<file path="config.mk">
export PLATFORM = sky130hd
export DESIGN_NAME = modpoly_mem_ctrl
export DESIGN_NICKNAME = d
export VERILOG_FILES = /design/src/rtl/modpoly_pkg.sv /design/src/rtl/modpoly_rd_stage.sv /design/src/rtl/modpoly_mem_ctrl.sv
export SDC_FILE = /design/constraint.sdc
export NUM_CORES = 1
export LEC_CHECK = 0
export BUFFER_PORTS_ARGS = -buffer_cell sky130_fd_sc_hd__buf_2
export CAP_MARGIN = 25
export CORE_MARGIN = 2
export CORE_UTILIZATION = 48
export CTS_CLUSTER_SIZE = 24
export DETAILED_ROUTE_END_ITERATION = 16
export PLACE_DENSITY = 0.81
export RECOVER_POWER = 50
export SETUP_SLACK_MARGIN = 0.5
export SLEW_MARGIN = 20
export SYNTH_ARGS = -nofsm -noshare
export SYNTH_HDL_FRONTEND = slang
export SYNTH_SLANG_ARGS = --single-unit
</file>
<file path="constraint.sdc">
create_clock -name clk -period 2.56 [get_ports clk]
set_clock_uncertainty 0.15 [all_clocks]
set_input_delay 0.256 -clock clk [delete_from_list [all_inputs] [get_ports clk]]
set_output_delay 0.256 -clock clk [all_outputs]
set_load 0.02 [all_outputs]
</file>
<file path="src/rtl/modpoly_pkg.sv">
// Shared constants and types for the polynomial coefficient RAM sequencer.
package modpoly_pkg;

    localparam int unsigned N             = 757;
    localparam int unsigned Q             = 5167;
    localparam int unsigned RAM_WIDTH     = 13;
    localparam int unsigned RAM_ADDR_BITS = 11;
    localparam int unsigned CNT_BITS      = 10;

    typedef logic [RAM_WIDTH-1:0]     coef_t;
    typedef logic [RAM_ADDR_BITS-1:0] addr_t;
    typedef logic [CNT_BITS-1:0]      cnt_t;

    typedef enum logic [1:0] {
        StIdle,
        StClear,
        StLoad,
        StRead
    } state_t;

    localparam cnt_t  LAST_IDX = cnt_t'(N - 1);
    localparam cnt_t  N_CNT    = cnt_t'(N);
    localparam coef_t Q_COEF   = coef_t'(Q);

endpackage

</file>
<file path="src/rtl/modpoly_rd_stage.sv">
// Output register stage for the read-out stream: issues one RAM read per free slot
// and holds data/valid/last stable under backpressure.
module modpoly_rd_stage
    import modpoly_pkg::*;
(
    input  logic                 clk,
    input  logic                 rst_n,
    input  logic                 active,
    input  logic [CNT_BITS-1:0]  issued,
    input  logic [RAM_WIDTH-1:0] ram_rdata,
    input  logic                 out_ready,
    output logic                 issue,
    output logic [RAM_WIDTH-1:0] out_data,
    output logic                 out_valid,
    output logic                 out_last
);

    coef_t data_q;
    logic  valid_q;
    logic  last_q;

    // Issue whenever the output slot is empty or being drained and beats remain.
    always_comb begin
        issue = active && (!valid_q || out_ready) && (issued < N_CNT);
    end

    // Output register: load on issue, clear valid on acceptance without refill.
    always_ff @(posedge clk or negedge rst_n) begin
        if (!rst_n) begin
            data_q  <= '0;
            valid_q <= 1'b0;
            last_q  <= 1'b0;
        end else if (issue) begin
            data_q  <= ram_rdata;
            valid_q <= 1'b1;
            last_q  <= (issued == LAST_IDX);
        end else if (valid_q && out_ready) begin
            valid_q <= 1'b0;
            last_q  <= 1'b0;
        end
    end

    assign out_data  = data_q;
    assign out_valid = valid_q;
    assign out_last  = last_q;

endmodule

</file>
<file path="src/rtl/modpoly_mem_ctrl.sv">
// Sequencer for one 2048x13 coefficient RAM: zero-fill, streaming load and
// streaming read-out of an N-coefficient polynomial starting at a base address.
// Optional load range check enabled by defining MODPOLY_RANGE_CHK_EN.
module modpoly_mem_ctrl
    import modpoly_pkg::*;
(
    input  logic                     clk,
    input  logic                     rst_n,
    input  logic                     cmd_clear,
    input  logic                     cmd_load,
    input  logic                     cmd_read,
    input  logic [RAM_ADDR_BITS-1:0] cmd_base,
    output logic                     busy,
    output logic                     done,
    input  logic [RAM_WIDTH-1:0]     in_data,
    input  logic                     in_valid,
    output logic                     in_ready,
    output logic [RAM_WIDTH-1:0]     out_data,
    output logic                     out_valid,
    output logic                     out_last,
    input  logic                     out_ready,
    output logic                     range_err,
    output logic                     ram_we,
    output logic [RAM_ADDR_BITS-1:0] ram_waddr,
    output logic [RAM_WIDTH-1:0]     ram_wdata,
    output logic [RAM_ADDR_BITS-1:0] ram_raddr,
    input  logic [RAM_WIDTH-1:0]     ram_rdata
);

    state_t state_q, state_d;
    addr_t  ptr_q, ptr_d;
    cnt_t   cnt_q, cnt_d;
    logic   done_q, done_d;
    logic   rd_issue;

    // State, pointer, counter and done-pulse registers.
    always_ff @(posedge clk or negedge rst_n) begin
        if (!rst_n) begin
            state_q <= StIdle;
            ptr_q   <= '0;
            cnt_q   <= '0;
            done_q  <= 1'b0;
        end else begin
            state_q <= state_d;
            ptr_q   <= ptr_d;
            cnt_q   <= cnt_d;
            done_q  <= done_d;
        end
    end

    // Next-state logic and RAM write port control.
    always_comb begin
        state_d   = state_q;
        ptr_d     = ptr_q;
        cnt_d     = cnt_q;
        done_d    = 1'b0;
        ram_we    = 1'b0;
        ram_wdata = '0;
        in_ready  = 1'b0;
        unique case (state_q)
            StIdle: begin
                if (cmd_clear || cmd_load || cmd_read) begin
                    ptr_d = cmd_base;
                    cnt_d = '0;
                    if (cmd_clear) begin
                        state_d = StClear;
                    end else if (cmd_load) begin
                        state_d = StLoad;
                    end else begin
                        state_d = StRead;
                    end
                end
            end
            StClear: begin
                ram_we = 1'b1;
                ptr_d  = ptr_q + 1'b1;
                cnt_d  = cnt_q + 1'b1;
                if (cnt_q == LAST_IDX) begin
                    state_d = StIdle;
                    done_d  = 1'b1;
                end
            end
            StLoad: begin
                in_ready = 1'b1;
                if (in_valid) begin
                    ram_we    = 1'b1;
                    ram_wdata = in_data;
                    ptr_d     = ptr_q + 1'b1;
                    cnt_d     = cnt_q + 1'b1;
                    if (cnt_q == LAST_IDX) begin
                        state_d = StIdle;
                        done_d  = 1'b1;
                    end
                end
            end
            StRead: begin
                if (rd_issue) begin
                    ptr_d = ptr_q + 1'b1;
                    cnt_d = cnt_q + 1'b1;
                end
                // The last beat is issued before it can be accepted, so no issue overlaps this.
                if (out_valid && out_ready && out_last) begin
                    state_d = StIdle;
                    done_d  = 1'b1;
                end
            end
            default: state_d = StIdle;
        endcase
    end

    assign busy      = (state_q != StIdle);
    assign done      = done_q;
    assign ram_waddr = ptr_q;
    assign ram_raddr = ptr_q;

    modpoly_rd_stage u_rd_stage (
        .clk       (clk),
        .rst_n     (rst_n),
        .active    (state_q == StRead),
        .issued    (cnt_q),
        .ram_rdata (ram_rdata),
        .out_ready (out_ready),
        .issue     (rd_issue),
        .out_data  (out_data),
        .out_valid (out_valid),
        .out_last  (out_last)
    );

`ifdef MODPOLY_RANGE_CHK_EN
    logic cmd_accept;
    logic range_err_q;

    assign cmd_accept = (state_q == StIdle) && (cmd_clear || cmd_load || cmd_read);

    // Sticky out-of-range flag for load beats; the beat itself is still written.
    always_ff @(posedge clk or negedge rst_n) begin
        if (!rst_n) begin
            range_err_q <= 1'b0;
        end else if (cmd_accept) begin
            range_err_q <= 1'b0;
        end else if ((state_q == StLoad) && in_valid && (in_data >= Q_COEF)) begin
            range_err_q <= 1'b1;
        end
    end

    assign range_err = range_err_q;
`else
    assign range_err = 1'b0;
`endif

endmodule

</file>
# == Yosys cells after proc, flatten, opt, wreduce, memory -nomap -nowiden ==
# Index checks and enable logic that the tools add are counted.
# Widths: inputs -> output; s select.
# word_totals
out_inout_bits,55
input_bits,44
word_cells,58
ff_bits,39
# classes
order_cmp,1
eq_ne,8
n_mux,27
add_sub_neg,2
reduce_logical,13
# op_table
operator,count
$pmux 11 s4,1
$pmux 10 s4,1
$mux 11,3
$mux 10,3
$mux 13,2
$add 11x1->11 const B,1
$add 10x1->10 const B,1
$eq 10x10->1 const B,1
$lt 10x10->1 const B,1
$mux 2,5
$mux 1,9
$ne 2x2->1 const B,4
$pmux 2 s4,1
$reduce_and 3->1,2
$eq 2x2->1 const B,2
$logic_and 1x1->1,4
$reduce_bool 2->1,2
$logic_or 1x1->1,3
$pmux 1 s3,1
$eq 2x1->1 const B,1
$logic_not 2->1,1
$pmux 1 s2,1
$logic_not 1->1,1

# == Longest topological paths before layout ==
# Gate-level depths: netlist (run 1).
# logic_depth
word_depth,6
mapped_depth,9
mapped_depth_nobuf,7

# == Hierarchy ==
# Synthesis (run 1) repeated with hierarchy kept, for this count alone.
# unflattened
cells_unflattened,243
area_unflattened_um2,2439.8
# modules_own_cells
mod,cells_per_inst,area_each_um2,seq_area_each_um2,instances
modpoly_mem_ctrl,199,1744.2,600.6,1
modpoly_rd_stage,44,695.7,375.4,1

# == Worst setup path before layout (run 1) ==
# Ideal clock, no wire load.
# synth_timing
path_type,register to register
from,register cnt_q[0]
to,register u_rd_stage.data_q[0] (netlist: u_rd_stage.out_data[0])
arrival_ps,1789
path_slack_ps,496
synth_period_minus_slack_ps,2064
path_stages_with_launch,8
path_buffers,1
required_ps,2285
setup_time_ps,125
cell_sequence,dfrtp_1 -> inv_1 -> ha_1 -> nand2b_1 -> a2111oi_2 -> nand4b_4 -> buf_12 -> mux2_4
# synth_between
elab_chain_len,2
# synth_rtl
element,line_no,source
"start, declared",modpoly_mem_ctrl.sv:32,"cnt_t cnt_q, cnt_d;"
"start signal, assigned",modpoly_mem_ctrl.sv:46,cnt_q <= cnt_d;
$lt 10x10->1,modpoly_rd_stage.sv:24,issue = active && (!valid_q || out_ready) && (issued < N_CNT);
$logic_and 1x1->1,modpoly_rd_stage.sv:24,
"end signal, assigned",modpoly_rd_stage.sv:34,data_q <= ram_rdata;
"end, declared",modpoly_rd_stage.sv:18,coef_t data_q;
# No other way between the ends.
# A chain may end at the register's enable or synchronous reset.

# == Worst setup path in the final report (run 1) ==
# layout_timing
from,register state_q[1]
to,register ptr_q[6] (netlist: ram_raddr[6])
# layout_between
elab_chain_len,5
word_cells_on_any_way,11
cone_classes,6 x eq/ne; 1 x mux; 4 x reduce/logical
# layout_rtl
element,line_no,source
"start, declared",modpoly_mem_ctrl.sv:30,"state_t state_q, state_d;"
"start signal, assigned",modpoly_mem_ctrl.sv:39,state_q <= StIdle;
"start signal, assigned",modpoly_mem_ctrl.sv:44,state_q <= state_d;
$eq 2x2->1,"modpoly_mem_ctrl.sv:60, modpoly_mem_ctrl.sv:119",
$logic_and 1x1->1 (2 in a row),modpoly_rd_stage.sv:24,
$ne 2x2->1 (no source line),-,
$reduce_and 3->1 (no source line),-,
"end signal, assigned",modpoly_mem_ctrl.sv:45,ptr_q <= ptr_d;
"end, declared",modpoly_mem_ctrl.sv:31,"addr_t ptr_q, ptr_d;"
# Parallel ways exist; a longest one is shown, timed or not.

==> results.md, run 1 <==
* Actual transition at the worst max-transition pin at 0.9926 ns
* Half-perimeter wire length of the detailed placement result at 3966 um
* Flops & latches, synth at 39
* Maximum clock rate at 481.2 MHz
* Count of unresolved DRC violations after routing at 0
* Cell Count Post-Placement at 384
* Hold violation count in the final report at 0
* Number of warnings reported in the yosys synthesis log at 0
* Buffer levels on the longest clock path at 2
* DRT Wirelength at 6238 um
* Synth-to-Final Area Change at 36.12%
* Beginning of the critical path: state_q[1]
* Final Setup Violations at 0
* Switching power of the nets at 1.736 mW
* Number of stages on the worst hold path at 2
* Post-layout net count at 392
* Maxcap violations at 0
* Worst min-delay path startpoint: ram_rdata[6]
* CTS tree: yes
* Count of boundary I/O pins at 99
* Initial antenna violation count at 0
* Largest cells by area after synthesis: dfrtp_1 41%, buf_4 4.5%, mux2_4 4.5%
* Sequential power share at 30.0%
* Clock period minus final worst setup slack at 2.078 ns
* Static leakage at 1.526 nW
* Share of total power consumed by net switching at 46.35%
* FF-to-FF path depth at 8
* Quantity of I/O buffers inserted on ports at 97
* Maximum number of pins on one net before global-route repair at 40
* Insertion delay of the later-clocked pin in the worst-skew pair at 0.30 ns
* Die width at 74.01 um
* Total nets after synthesis at 290
* Total overflow reported by the global router at 0
* Power per cell area at 1170 nW/um^2
* Arr. time, crit path at 2.11 ns
* Min-Delay Path Class: input pin to flip-flop
* Total negative setup slack at 0 ns
* DIE AREA at 5477 um^2
* Diodes inserted at 0
* Mapped cell area at 2352 um^2
* Part of the power in combinational logic at 56.0%
* Area share of the leading cell type in the synthesized netlist at 41.49%
* Worst hold endpoint: u_rd_stage.out_data[6]
* R2r endpoint: ram_raddr[6]
* Detailed route wirelength on metal2 at 3153 um
* DRC violation total after the first TritonRoute iteration at 85
* Largest fanout of any net on the critical path at 6
* Utilization after layout at 67.79%
* Top cell type by total area after synthesis: dfrtp_1
* Post-CTS clock slew at the launch and capture registers of the worst setup and hold paths at 0.08 ns
* Final count of pins violating max slew at 0
* Std-Cell Rows at 25
* Final GP Congestion at 0.7843
* Critical path data required time at 2.59 ns
* Outcome: complete, no violations
* Number of detailed-route iterations in the first pass at 4
* DRT antenna net count at 0
* Register area share after synthesis at 41.49%
* Area inside the core boundary at 4723 um^2
* Fraction of layout instances using a drive strength above 1 at 38.89%
* Total via count in the routed design at 2,209
* Path type of the worst setup path: flip-flop to flip-flop
* Wire length of the first global-routing pass at 9066 um
* Top Metal Used: met4
* Post-layout total power at 3.745 mW
* Die extent in y at 74.01 um
* H-tree levels at 2
* Starting density of the core at 49.80%
* Startpoint kind of the worst setup timing path: flip-flop
* Combined global-route utilization of all metal layers at 21.43%
* Slew margin rel. at 33.83%
* Critical Path End Type: flip-flop
* DRT met1 WL at 2542 um
* Syn Area/Cell at 9.842 um^2
* Clk root buf: clkbuf_8
* Worst supply voltage drop on vdd at 748.6 uV
* Clock buffers created by TritonCTS at 5
* R2r startpoint: state_q[1]
* Number of enable-type register cells in the synthesized netlist at 0
* Metal3 WL at 472 um
* Share of synthesized registers carrying an async set or reset at 100.0%
* Cell Int Power at 2.009 mW
* Avg WL per Cell at 15.25 um
* Count of clock tree sinks at 39
* Vias in the first global route at 1,981
* Portion of the clock cycle consumed by the worst path in the final layout at 81.18%
* Netlist cell types at 47
* Part of the total power dissipated in the clock network at 14.0%
* Number of cells in the finished layout apart from fillers at 409
* Flop-to-flop setup slack at 0.48 ns
* Gate count after technology mapping at 239
* Detail-routed via count per cell at 5.401
* Unrepaired setup endpoints after global routing: true
* Dominant register cell in the synthesized netlist: dfrtp_1
==> final cells by class <==
cell class                      instances  area (um^2)
Inverter                               10        43.79
Clock buffer                            5        68.82
Tap cell                               67        83.83
Multi-Input combinational cell        169         1366
Fill cell                             376         1521
Clock inverter                          3        43.79
Timing Repair Buffer                  116        613.1
Sequential cell                        39        982.2
==> state kept, by name, indices dropped and copies added, names as in the netlist <==
signal                flops
u_rd_stage.out_last       1
ram_raddr                11
u_rd_stage.out_data      13
cnt_q                    10
state_q                   2
u_rd_stage.out_valid      1
done                      1
==> metrics by stage <==
step / hold slack [ns] / cell area (um^2) / setup slack (ns)
after floorplan: -0.1896 / 2352 / 0.5503
after global placement: 0.2582 / 2806 / 0.3679
after detailed placement: 0.2746 / 2806 / 0.2751
after CTS: 0.03634 / 3102 / 0.4927
after global routing: 0.02871 / 3202 / 0.4007
final: 0.03676 / 3202 / 0.4817
==> worst max-delay path: stages, from the launching register on <==
cell      delay [ns]
dfrtp_1         0.45
inv_2           0.12
ha_4            0.16
nand2b_4        0.07
o32ai_4         0.30
a211o_4         0.22
buf_4           0.16
mux2i_2         0.23
o211ai_1        0.11
==> cells in the final DEF, fill, tap and decap left out, types with 5 or more instances in the layout <==
cell / instances
buf_2: 57
and3_1: 16
inv_1: 6
a211o_1: 7
clkbuf_1: 38
nand3_1: 15
nand2_1: 22
mux2_2: 6
dfrtp_1: 34
o21ai_0: 16
nor2_1: 10
clkbuf_8: 5
mux2_4: 7
dfrtp_2: 5
buf_4: 15
nand4_1: 6
==> worst max-delay path by stage <==
stage	to	slack [ns]
floorplan	u_rd_stage.out_data[0]	0.55
CTS	cnt_q[4]	0.49
global route	cnt_q[7]	0.40
global placement	cnt_q[8]	0.37
finish	ram_raddr[6]	0.48
detailed placement	ram_raddr[3]	0.28
==> layer usage <==
metal / vias to the layer above / GRT usage (%)
met3: 6 / 5.014
met4: 0 / 6.465
met5: - / 0
met2: 89 / 38.00
met1: 1049 / 25.92
li1: 1065 / -
==> cells in the mapped netlist, types with 7 or more instances <==
cell type	number
nor2_1	10
o21ai_0	17
inv_1	10
nand2_1	23
nand3_1	15
dfrtp_1	39
buf_4	14
and3_1	16
mux2_4	7
ha_1	7
==> kinds of logic after synthesis <==
family                     Yosys count  share of synthesized area [%]
AOI/OAI and AO/OA                   49                          14.63
adders and majority gates            7                          3.723
buffers and inverters               33                          8.298
DFF                                 39                          41.49
muxes                               18                          9.468
other                                1                         0.1594
and+or+nand+nor                     92                          22.23
==> power by group through the flow <==
stage	combinational, mW	clock [mW]	sequential, mW
global route	2.27	0.561	1.16
finish	2.10	0.526	1.12
detailed placement	1.86	0	1.11
CTS	2.05	0.529	1.09
global placement	1.82	0	1.09
floorplan	1.18	0	1.32
==> repair_timing <==
action / CTS / global route
resized for setup: 16 / 28
gates cloned: 2 / 0
pin swaps: 2 / 2
hold endpoints to repair: 39 / 0
hold buffers: 1 / 0
endpoints found under the setup margin: 31 / 26
buffers inserted: 9 / 5
Power figures use the tool's default switching activity.
==> inputs of run 2 (changes only) <==
--- a/config.mk
+++ b/config.mk
@@ -5,13 +5,14 @@
 export SDC_FILE = /design/constraint.sdc
 export NUM_CORES = 1
 export LEC_CHECK = 0
+export ABC_AREA = 1
 export BUFFER_PORTS_ARGS = -buffer_cell sky130_fd_sc_hd__buf_2
 export CAP_MARGIN = 25
 export CORE_MARGIN = 2
-export CORE_UTILIZATION = 48
+export CORE_UTILIZATION = 44
 export CTS_CLUSTER_SIZE = 24
 export DETAILED_ROUTE_END_ITERATION = 16
-export PLACE_DENSITY = 0.81
+export PLACE_DENSITY = 0.77
 export RECOVER_POWER = 50
 export SETUP_SLACK_MARGIN = 0.5
 export SLEW_MARGIN = 20
==> constraint.sdc (replaced) <==
create_clock -name clk -period 1.9 [get_ports clk]
set_clock_uncertainty 0.15 [all_clocks]
set_input_delay 0.19 -clock clk [delete_from_list [all_inputs] [get_ports clk]]
set_output_delay 0.19 -clock clk [all_outputs]
set_load 0.02 [all_outputs]
==> run 2 against run 1 <==
Net effect:
- core utilization up 8.1 points
- synthesized cell count up 56%
- via count up 41%
- sequential cell count unchanged
- die area up 16%
==> results.md, run 2 <==
* Worst slack on hold paths at 0.02013 ns
* Number of detailed-route iterations in the first pass at 7
* CP max stage cell: dfrtp_2
* Layout Cell Area excl Fill at 4204 um^2
* H-tree levels at 2
* Cell family contributing the most delay on the critical path: flip-flops
* Count of unresolved DRC violations after routing at 0
* Register area share after synthesis at 38.61%
* Total nets after synthesis at 423
* Part of the power in combinational logic at 61.7%
* Largest fanout of any net on the critical path at 5
* Area inside the core boundary at 5540 um^2
* Switching power of the nets at 2.894 mW
* Slowest stage delay, CP at 0.46 ns
* Post-layout net count at 552
* Die width at 79.79 um
* Syn Area/Cell at 6.794 um^2
* Path type of the worst setup path: flip-flop to flip-flop
* Most common cell type on the critical path: nand2_1
* DRC violation total after the first TritonRoute iteration at 329
* Std-Cell Rows at 27
* Synth-to-Final Area Change at 66.34%
* Total overflow reported by the global router at 0
* Netlist cell types at 32
* Portion of the clock cycle consumed by the worst path in the final layout at 98.19%
* Count of boundary I/O pins at 99
* Arr. time, crit path at 1.97 ns
* Final count of pins violating max slew at 0
* Commonest cells after routing, fill and taps aside: 117 x nand2_1, 54 x buf_2, 38 x dfrtp_1
* Half-perimeter wire length of the detailed placement result at 4743 um
* Fill count at 358
* DRT antenna net count at 0
* Number of flip-flops under the largest register name at 13
* Cell Int Power at 2.997 mW
* Maximum number of pins on one net before global-route repair at 21
* Share of synthesized registers carrying an async set or reset at 100.0%
* Slew margin rel. at 65.04%
* Final GP Congestion at 0.8444
* Hold violation count in the final report at 0
* Post-layout total power at 5.892 mW
* Maxcap violations at 0
* Flops & latches, synth at 39
* Clock buffers created by TritonCTS at 5
* Largest cells by area after synthesis: dfrtp_1 39%, nand2_1 21%, nand3_1 8.3%
* Count of clock tree sinks at 39
* Part of the total power dissipated in the clock network at 12.5%
* Area share of the leading cell type in the synthesized netlist at 38.61%
* Detail-routed via count per cell at 5.422
* CTS tree: yes
* Buffer levels on the longest clock path at 2
* Quantity of I/O buffers inserted on ports at 97
* CP Cell Sequence: buf_6 -> ha_4 -> o21ai_4 -> nor2_4 -> nand2_8 -> a21oi_4 -> clkbuf_16 -> nand2_1 -> nand2_1
* Min-Delay Path Class: input pin to flip-flop
* DRT Wirelength at 9457 um
* Buffers & Inverters on Critical Path at 2
* Post-CTS clock slew at the launch and capture registers of the worst setup and hold paths at 0.09 ns
* Insertion delay of the later-clocked pin in the worst-skew pair at 0.31 ns
* Unrepaired setup endpoints after global routing: true
* Static leakage at 2.063 nW
* Critical path data required time at 2.00 ns
* Startpoint kind of the worst setup timing path: flip-flop
* Share of total power consumed by net switching at 49.13%
* Clock period minus final worst setup slack at 1.866 ns
* Initial antenna violation count at 0
* Mapped cell area at 2527 um^2
* Area after DPL at 3204 um^2
* Most common library cell in the layout ignoring fill and taps: nand2_1
* Sequential power share at 25.8%
* Actual transition at the worst max-transition pin at 0.5244 ns
* Wire length of the first global-routing pass at 12,300 um
* Avg WL per Cell at 16.48 um
* Number of enable-type register cells in the synthesized netlist at 0
* DIE AREA at 6366 um^2
* Diodes inserted at 0
* Final Setup Violations at 0
* Combined global-route utilization of all metal layers at 24.42%
* Number of warnings reported in the yosys synthesis log at 0
* Clk root buf: clkbuf_8
* Vias in the first global route at 2,725
* Maximum clock rate at 536.0 MHz
* Die extent in y at 79.79 um
* Gate count after technology mapping at 372
* Critical Path End Type: flip-flop
* Most common library cells after synthesis: 143 x nand2_1, 42 x nand3_1, 39 x dfrtp_1, 39 x nor2_1, 38 x inv_1
* Outcome: complete, no violations
* Dominant register cell in the synthesized netlist: dfrtp_1
* Fraction of layout instances using a drive strength above 1 at 39.44%
* Total via count in the routed design at 3,112
* Top cell type by total area after synthesis: dfrtp_1
* Worst supply voltage drop on vdd at 840.7 uV
* Starting density of the core at 45.62%
* Most repeated cell in the gate-level netlist after synthesis: nand2_1
* Power per cell area at 1401 nW/um^2
## run 2: cell count changes in the layout (fill, tap and decap cells not counted), moves of 7 or more
| cell | before | now |
|---|---|---|
| nand2_1 | 22 | 117 |
| inv_1 | 6 | 31 |
| buf_6 | 2 | 23 |
| nand2_2 | 1 | 22 |
| nand3_1 | 15 | 32 |
| and3_1 | 16 | 0 |
| nor2_4 | 0 | 16 |
| dlygate4sd3_1 | 1 | 14 |
| nor2_1 | 10 | 22 |
| o21ai_0 | 16 | 4 |
| clkbuf_1 | 38 | 27 |
| nand3_2 | 0 | 8 |
| a211o_1 | 7 | 0 |
| mux2_4 | 7 | 0 |
## run 2: cell type report
type	instances	area, um^2	area share, %
inverters	38	147.6	3.512
clock buffers	5	68.82	1.637
repair buffers	146	1169	27.80
clock inverters	3	43.79	1.042
multi-input cells	271	1708	40.63
flip-flops and latches	39	977.2	23.24
well taps	72	90.09	2.143
## run 2: what timing repair did
action                                 4_1_cts  5_1_grt
endpoints found under the hold margin       32        0
pin swaps                                    9       30
buffers inserted                            12        6
setup endpoints to repair                   55       55
gates cloned                                 2        4
hold buffers                                14        0
resized for setup                           56       73
## run 2: power by group through the flow
stage | clock, mW | combinational [mW] | sequential (mW)
after global placement | 0 | 2.53 | 1.44
final | 0.735 | 3.64 | 1.52
after floorplan | 0 | 1.65 | 1.71
after global routing | 0.774 | 3.88 | 1.56
after CTS | 0.730 | 3.11 | 1.44
after detailed placement | 0 | 2.57 | 1.45
## run 2: layer usage
metal	up-vias	track usage (%)	wire, um	part of all wire (%)
li1	1411	-	-	-
met1	1457	29.82	3478	37
met2	203	43.45	4887	52
met3	41	4.525	783	8.3
met4	0	7.627	307	3.2
met5	-	0	0	0
## run 2: worst paths after layout
| kind | startpoint | to | slack (ns) | cells after the start |
|---|---|---|---|---|
| min reg2reg | u_rd_stage.out_data[6] | u_rd_stage.out_data[6] | 0.33 | 2 |
| max reg2reg | state_q[1] | ram_raddr[6] | 0.03 | 9 |
| min in group asynchronous | rst_n | ram_raddr[7] | 0.21 | 2 |
| max in group asynchronous | rst_n | cnt_q[4] | 0.49 | 3 |
| min | out_ready | u_rd_stage.out_valid | 0.02 | 2 |
| max | state_q[1] | ram_raddr[6] | 0.03 | 9 |
## run 2: cell families (layout without fill, tap and decap cells)
group                      after synthesis  count (layout)  synth area share, %
DFF                                     39              39                38.61
and+or+nand+nor                        239             240                40.05
AOI/OAI and AO/OA                       20              20                4.752
buffers and inverters                   63             192                11.93
xor gates and xnor gates                 3               3                1.040
adders and majority gates                7               7                3.465
other                                    1               1               0.1484
## run 2: stage by stage
step	TNS, ns	setup slack (ns)	util [%]	instances
final	0	0.03443	75.88	574
after floorplan	0	0.2932	-	372
after global routing	-0.0006588	-0.0006588	75.88	574
after detailed placement	0	0.06510	57.84	528
after global placement	0	0.1237	57.84	528
after CTS	0	0.1672	69.31	564
## run 2: worst register-to-register path, stage by stage (launching register included)
cell,delay (ns)
dfrtp_2,0.46
buf_6,0.13
ha_4,0.15
o21ai_4,0.06
nor2_4,0.19
nand2_8,0.11
a21oi_4,0.26
clkbuf_16,0.20
nand2_1,0.05
nand2_1,0.06
